### src/rtl/mac8_acc_sequencer.sv
// mac8_acc_sequencer: takes 8x8 unsigned operand pairs, registers the product and
// drives it with the accumulator onto an external 16-bit adder, then captures the
// adder's sum as the new running MAC result. Keeps a sticky wrap-around flag.
module mac8_acc_sequencer #(
  parameter int OP_W  = 8,
  parameter int ACC_W = 16
) (
  input  logic             clk,
  input  logic             rst_n,
  input  logic             in_valid,
  output logic             in_ready,
  input  logic [OP_W-1:0]  a_in,
  input  logic [OP_W-1:0]  b_in,
  input  logic             clr,
  output logic [ACC_W-1:0] add_a,
  output logic [ACC_W-1:0] add_b,
  output logic             add_cin,
  input  logic [ACC_W-1:0] add_sum,
  output logic [ACC_W-1:0] acc_out,
  output logic             out_valid,
  output logic             ovf
);

  typedef enum logic [1:0] {
    S_IDLE = 2'd0,
    S_MUL  = 2'd1,
    S_ACC  = 2'd2
  } state_t;

  state_t           state_q, state_d;
  logic [ACC_W-1:0] add_a_q, add_a_d;   // doubles as the registered product
  logic [ACC_W-1:0] add_b_q, add_b_d;
  logic [ACC_W-1:0] acc_q, acc_d;
  logic             out_valid_q, out_valid_d;
  logic             ovf_q, ovf_d;
  logic             clr_pend_q, clr_pend_d;
  logic             accept_s;

  // An unsigned sum that ends up below one of its addends has wrapped.
  function automatic logic sum_wrapped(input logic [ACC_W-1:0] sum, input logic [ACC_W-1:0] addend);
    return (sum < addend);
  endfunction

  assign accept_s = (state_q == S_IDLE) && in_valid;

  // Next-state, adder operand load, accumulator capture, overflow and clear tracking.
  always_comb begin
    state_d     = state_q;
    add_a_d     = add_a_q;
    add_b_d     = add_b_q;
    acc_d       = acc_q;
    out_valid_d = 1'b0;
    ovf_d       = clr ? 1'b0 : ovf_q;
    unique case (state_q)
      S_IDLE: begin
        if (in_valid) begin
          // Operands are loaded at the accept edge so they are stable for the
          // whole MUL and ACC cycles while the external adder settles.
          add_a_d = ACC_W'(a_in) * ACC_W'(b_in);
          add_b_d = (clr_pend_q || clr) ? {ACC_W{1'b0}} : acc_q;
          state_d = S_MUL;
        end else begin
          state_d = S_IDLE;
        end
      end
      S_MUL: begin
        state_d = S_ACC;
      end
      S_ACC: begin
        acc_d       = add_sum;
        out_valid_d = 1'b1;
        // A wrap on this accumulate takes priority over a clr seen on the same edge.
        if (sum_wrapped(add_sum, add_a_q)) begin
          ovf_d = 1'b1;
        end else begin
          ovf_d = clr ? 1'b0 : ovf_q;
        end
        state_d = S_IDLE;
      end
      default: begin
        state_d = S_IDLE;
      end
    endcase

    // A pending clear is consumed by the accept that loads B; a clr arriving
    // while busy stays pending for the next accepted pair.
    if (accept_s) begin
      clr_pend_d = 1'b0;
    end else if (clr) begin
      clr_pend_d = 1'b1;
    end else begin
      clr_pend_d = clr_pend_q;
    end
  end

  // State and datapath registers; reset abandons any operation in flight.
  always_ff @(posedge clk or negedge rst_n) begin
    if (!rst_n) begin
      state_q     <= S_IDLE;
      add_a_q     <= {ACC_W{1'b0}};
      add_b_q     <= {ACC_W{1'b0}};
      acc_q       <= {ACC_W{1'b0}};
      out_valid_q <= 1'b0;
      ovf_q       <= 1'b0;
      clr_pend_q  <= 1'b0;
    end else begin
      state_q     <= state_d;
      add_a_q     <= add_a_d;
      add_b_q     <= add_b_d;
      acc_q       <= acc_d;
      out_valid_q <= out_valid_d;
      ovf_q       <= ovf_d;
      clr_pend_q  <= clr_pend_d;
    end
  end

  assign in_ready  = (state_q == S_IDLE);
  assign add_a     = add_a_q;
  assign add_b     = add_b_q;
  assign add_cin   = 1'b0;
  assign acc_out   = acc_q;
  assign out_valid = out_valid_q;
  assign ovf       = ovf_q;

endmodule

### config.mk
export PLATFORM = sky130hd
export DESIGN_NAME = mac8_acc_sequencer
export DESIGN_NICKNAME = d
export VERILOG_FILES = /design/src/rtl/mac8_acc_sequencer.sv
export SDC_FILE = /design/constraint.sdc
export NUM_CORES = 1
export LEC_CHECK = 0
export CORE_MARGIN = 4
export CORE_UTILIZATION = 50
export DETAILED_ROUTE_END_ITERATION = 8
export GPL_ROUTABILITY_DRIVEN = 0
export MAX_ROUTING_LAYER = met4
export PLACE_DENSITY_LB_ADDON = 0.08
export SETUP_SLACK_MARGIN = 0.5
export SLEW_MARGIN = 20
export SYNTH_ARGS = -nofsm -noshare
export SYNTH_HDL_FRONTEND = slang
export SYNTH_SLANG_ARGS = --single-unit
export TNS_END_PERCENT = 20
### constraint.sdc
create_clock -name clk -period 1.8 [get_ports clk]
set_clock_uncertainty 0.15 [all_clocks]
set_input_delay 0.36 -clock clk [delete_from_list [all_inputs] [get_ports clk]]
set_output_delay 0.36 -clock clk [all_outputs]
set_load 0.05 [all_outputs]
==> qor.yml, run 1 <==
multi_input_area_um2: 3400
critPathLaunchType: "input port"
ff_latch_area_um2: 1330
dp_cells: 707
outcome: "finished, violations left"
die-area_um2: 10400
synth_seq_cells: 53
setup_viol: 13
numClockSinks: 53
crit_type: "input port to flip-flop"
cts_tree: "built"
crit_path_max_incr_delay_ps: 490
port_buffers: 86
critPathMostFrequentCell: "fa_1"
synth_cell_types: 40
cp_data_required_time_ps: 1890
grt_pass1_vias: 3918
chipWidth_um: 102
layout-drive-gt1-share_pct: 44.3
fin_nets: 750
cts_buffer_depth: 2
period_needed_ps: 3850
syn_avg_cell_area_um2: 9.46
start_util_pct: 51.0
area.growth.synth_to_final_pct: 58.1
power_density_nw_per_um2: 1420
synth_nets: 591
peakVddDrop_v: 0.00115
fmax_ghz: 0.260
num_rows: 34
rsz0062_at_grt: "yes"
grt_remaining_overflow: 0
synth_edf_count: 0
reg2reg_from: "add_a[5]$_DFFE_PN0P_"
worst_slack_ps: -2050
syn_area_um2: 4430
numCtsBuffers: 5
hold_viol: 0
worstSkewPairLatency_ps: 310
finalCritPeriodShare_pct: 214
root_buffer: "clkbuf_8"
synthFlopType: "dfrtp_1"
htree_levels: 2
crit_family: "adder cells"
crit_chain: "buf_6 -> buf_8 -> and2_4 -> fa_1 -> fa_1 -> fa_1 -> inv_1 -> fa_1 -> inv_2 -> ha_4 -> o211ai_1 -> a21oi_2 -> o21ai_4 -> or4_1 -> nand3_1"
whs_ps: 307
end_kind: "flip-flop"
cp.arrival_ps: 3940
min_path_type: "input port to flip-flop"
yosysWarnings: 0
die_h_um: 102
nFillCells: 534
utilization_pct: 80.7
power.total_uw: 9950
critPathLaunch: "b_in[5]"
violations: "negative setup slack"
ios: 88
grt_max_degree: 54
total_leakage_power_uw: 0.00345
n_antenna_cell: 0
core-area_um2: 8680
antenna_found_initial: 0
grt_pass1_wl_mm: 18.1
cp_max_fo: 4
wirelength_mm: 11.5
clkTransAtPathRegs_ps: 100
finalNonFillerCells: 736
crit_slowest_cell: "fa_1"
synthArstFlopShare_pct: 100
dp_hpwl_mm: 8.07
num_vias: 3857
drv_slew: 0
crit_buf_inv: 4
syn_inst: 468
drt_iter0_drc: 141
wl_per_cell_um: 15.6
first_pass_iters: 4
drcViolationCount: 0
finalSetupTns_ps: -21420
min_from: "b_in[0]"
synth_seq_area_share_pct: 29.9
drv_cap: 0
antenna_left: 0
viasPerCell: 5.24
grtUsageTotal_pct: 22.2
where the power goes:
group	switching [µW]	internal, µW
Sequential	409	1570
Combinational	3790	3480
Clock	415	277
Total	4620	5330
registers in the layout, indices dropped and copies added (netlist names):
signal and count:
out_valid 1, clr_pend_q 1, ovf 1, state_q 2, add_a 16, acc_out 16
add_b 16
per-layer routing:
| metal | part of all wire (%) | up-vias | track usage (%) |
|---|---|---|---|
| met5 | 0 | - | - |
| met4 | 1.7 | 0 | 3.13 |
| met3 | 3.6 | 18 | 2.46 |
| met2 | 52 | 92 | 38.2 |
| met1 | 43 | 1907 | 29.2 |
| li1 | - | 1840 | - |
worst paths after layout:
kind / cells after the start / to / slack, ps
worst max-delay path: 15 / add_a[13]$_DFFE_PN0P_ / -2050
worst min-delay path: 4 / add_a[0]$_DFFE_PN0P_ / 310
worst max register to register: 7 / ovf$_DFF_PN0_ / 110
worst min register to register: 2 / add_b[3]$_DFFE_PN0P_ / 360
max in group asynchronous: 3 / add_a[13]$_DFFE_PN0P_ / 830
min in group asynchronous: 3 / add_a[2]$_DFFE_PN0P_ / 400
placed cells by master (no fill, tap or decap), types with 8 or more instances in the layout:
cell type / count
a21oi_1: 8
o21ai_1: 12
dlygate4sd2_1: 8
nand2_2: 12
nand2_1: 60
and2_4: 20
buf_12: 20
dfrtp_1: 53
ha_4: 15
buf_6: 68
inv_2: 11
inv_1: 56
nand3_2: 15
and2_1: 29
buf_4: 48
ha_1: 36
mux2_4: 16
fa_1: 32
clkdlybuf4s50_1: 10
cell families after synthesis:
group,share of synthesized area [%]
flip-flops,29.9
AO/OA/AOI/OAI,7.46
AND/OR/NAND/NOR,18.6
adder cells (fa/ha/maj),30.7
multiplexers,4.29
buffers and inverters,7.34
other,0.0847
XOR/XNOR,1.58
cell type report:
cell class / instances / share of cell area (%)
Multi-Input combinational cell: 335 / 48.5
Timing Repair Buffer: 164 / 25.7
Sequential cell: 53 / 18.9
Inverter: 68 / 3.68
Tap cell: 108 / 1.93
Clock buffer: 5 / 0.982
Clock inverter: 3 / 0.304
stage by stage:
stage,worst slack [ps],instance area [µm²]
final,-2050,7000
after global routing,-2180,7000
after CTS,-2090,6710
after detailed placement,-2920,5970
after global placement,-2790,5970
after floorplan,-1990,4520
Yosys cell counts, types with 2 or more instances:
library cell	n	area, µm²
nand2_1	74	278
inv_1	68	255
dfrtp_1	53	1330
ha_1	51	638
and2_1	49	307
fa_1	36	721
nand3_1	20	100
a21oi_1	17	85.1
o21ai_0	17	85.1
mux2_2	16	180
buf_4	6	45.0
xor2_1	6	52.6
nor2_1	5	18.8
a21o_1	4	30.0
clkbuf_1	4	15.0
nand2b_1	4	25.0
nand4_1	4	25.0
nor2b_1	4	25.0
a31oi_1	3	18.8
nor3_1	3	15.0
a211oi_1	2	15.0
buf_2	2	10.0
o211ai_1	2	15.0
xnor2_1	2	17.5
worst min-delay path, stage by stage:
cell and delay (ps):
buf_2 130, buf_4 140, nand3_2 70, nand2_1 40
timing repair:
item	in CTS	in global routing
buffers inserted	17	3
hold endpoints to repair	53	0
resized for setup	233	65
pin swaps	56	59
hold buffers	1	0
endpoints found under the setup margin	102	101
No activity file was read; power rests on OpenSTA's default activity.
==> run 2: changes to the inputs <==
Settings changed: MAX_ROUTING_LAYER met4 to unset, SKIP_LAST_GASP set to 1, SLEW_MARGIN 20 to unset.
==> run 2 against run 1 <==
Against the previous run: register-to-register slack gained 50 ps; wire length fell by 5.7%; critical path type unchanged; highest routed layer unchanged; sequential share of layout area is 1.1 points higher; the flow still finishes with violations (negative setup slack); via count shrank 2.0%.
==> qor.yml, run 2 (synthesis gave the netlist of run 1 again) <==
sw_frac_of_total_pct: 46.4
worst_slack_ps: -2050
rsz0062_at_grt: "yes"
power_density_nw_per_um2: 1400
period_needed_ps: 3850
whs_ps: 304
dp_hpwl_mm: 8.07
drv_cap: 0
min_path_type: "input port to flip-flop"
num_vias: 3780
cp_data_required_time_ps: 1840
drt_iter0_drc: 126
cp_max_fo: 4
die-area_um2: 10400
finalSetupTns_ps: -21570
violations: "negative setup slack"
cts_buffer_depth: 2
n_antenna_cell: 0
cts_tree: "built"
hold_viol: 0
antenna_found_initial: 0
ios: 88
place_area_um2: 5970
port_buffers: 86
peakVddDrop_v: 0.00113
clkTransAtPathRegs_ps: 100
crit_end: "add_a[10]$_DFFE_PN0P_"
core-area_um2: 8680
numClockSinks: 53
cp.arrival_ps: 3890
critPathLaunch: "a_in[4]"
grt_pass1_vias: 3774
critPathLaunchType: "input port"
setup_viol: 13
final_common_cell: "buf_4"
finalCritPeriodShare_pct: 214
drv_slew: 0
power.share.sequential_pct: 20.1
reg2reg_from: "add_a[10]$_DFFE_PN0P_"
antenna_left: 0
first_pass_iters: 4
total_leakage_power_uw: 0.00334
grt_pass1_wl_mm: 17.4
crit_type: "input port to flip-flop"
power_switching_uw: 4300
fin_nets: 752
htree_levels: 2
clockPowerShare_pct: 7.3
p_int_uw: 4960
outcome: "finished, violations left"
worst-r2r-cell-count: 6
layout_common_cells: "buf_4 (94), nand2_1 (68), inv_1 (55)"
combinationalPowerShare_pct: 72.6
rrSetupSlack_ps: 160
drcViolationCount: 0
wirelength_mm: 10.9
start_util_pct: 51.0
grt_max_degree: 54
num_rows: 34
die_h_um: 102
fmax_ghz: 0.260
chipWidth_um: 102
end_kind: "flip-flop"
grt_remaining_overflow: 0
reg2reg_to: "ovf$_DFF_PN0_"
layout-drive-gt1-share_pct: 39.8
grtUsageTotal_pct: 20.5
final_area_um2: 6620
wl_per_cell_um: 14.7
root_buffer: "clkbuf_8"
numCtsBuffers: 5
area.growth.synth_to_final_pct: 49.5
viasPerCell: 5.12
worstSkewPairLatency_ps: 300
==> run 2: stage by stage <==
step                std cells  utilization (%)  power (µW)  worst slack [ps]
global route              738             76.3        9880             -2160
finish                    738             76.3        9250             -2050
global placement          707             68.8        7630             -2790
CTS                       733             74.2        8980             -2090
detailed placement        707             68.8        7740             -2920
floorplan                 468                -        5430             -1990
==> run 2: what timing repair did <==
action	in CTS	in global routing
resized for setup	153	38
gates cloned	0	2
endpoints found under the hold margin	53	0
endpoints found under the setup margin	102	102
hold buffers	1	0
setup buffers	17	3
pin swaps	56	34
==> run 2: area by class of cell <==
cell class	instances	area, µm²
repair buffers	166	1660
fillers	599	2060
clock buffers	5	68.8
flip-flops and latches	53	1330
inverters	68	255
multi-input cells	335	3150
well taps	108	135
clock inverters	3	21.3
==> run 2: how the worst min path moves through the flow <==
stage | to | cells past startpoint | start | slack [ps]
4_1_cts | acc_out[9]$_DFFE_PN0P_ | 2 | add_sum[9] | 300
2_1_floorplan | acc_out[0]$_DFFE_PN0P_ | 0 | rst_n | -90
6_report | acc_out[6]$_DFFE_PN0P_ | 2 | add_sum[6] | 300
3_3_place_gp | add_a[3]$_DFFE_PN0P_ | 2 | rst_n | 220
5_1_grt | acc_out[6]$_DFFE_PN0P_ | 2 | add_sum[6] | 310
3_5_place_dp | add_a[2]$_DFFE_PN0P_ | 2 | rst_n | 220
==> run 2: worst max-delay path, stage by stage <==
cell and delay [ps]:
buf_8 110, buf_6 100, and2_4 130, fa_2 360
fa_1 470, fa_1 560, inv_1 50, fa_1 490
inv_2 50, ha_4 270, buf_6 100, o211ai_1 140
o211ai_2 260, buf_4 150, buf_6 90, a21o_1 120
o22ai_2 70
==> run 2: routing by layer <==
| metal | up-vias | routed length [µm] | GRT usage (%) | part of all wire (%) |
|---|---|---|---|---|
| met1 | 1855 | 4800 | 27.6 | 44 |
| li1 | 1833 | - | - | - |
| met3 | 8 | 441 | 2.73 | 4.1 |
| met5 | - | 0 | 0 | 0 |
| met2 | 84 | 5560 | 36.7 | 51 |
| met4 | 0 | 55 | 2.42 | 0.51 |
==> run 2: power by group through the flow <==
stage	sequential, µW	combinational (µW)	clock [µW]
final	1860	6720	675
after global routing	1910	7230	747
after CTS	1860	6430	695
after detailed placement	1880	5860	0
after global placement	1870	5760	0
after floorplan	3150	2280	0
==> run 3: changes to the inputs <==
Settings changed: CTS_CLUSTER_DIAMETER set to 40.
==> results of run 3 <==
Same layout as run 2: the final DEF is identical, and so are final timing and power.
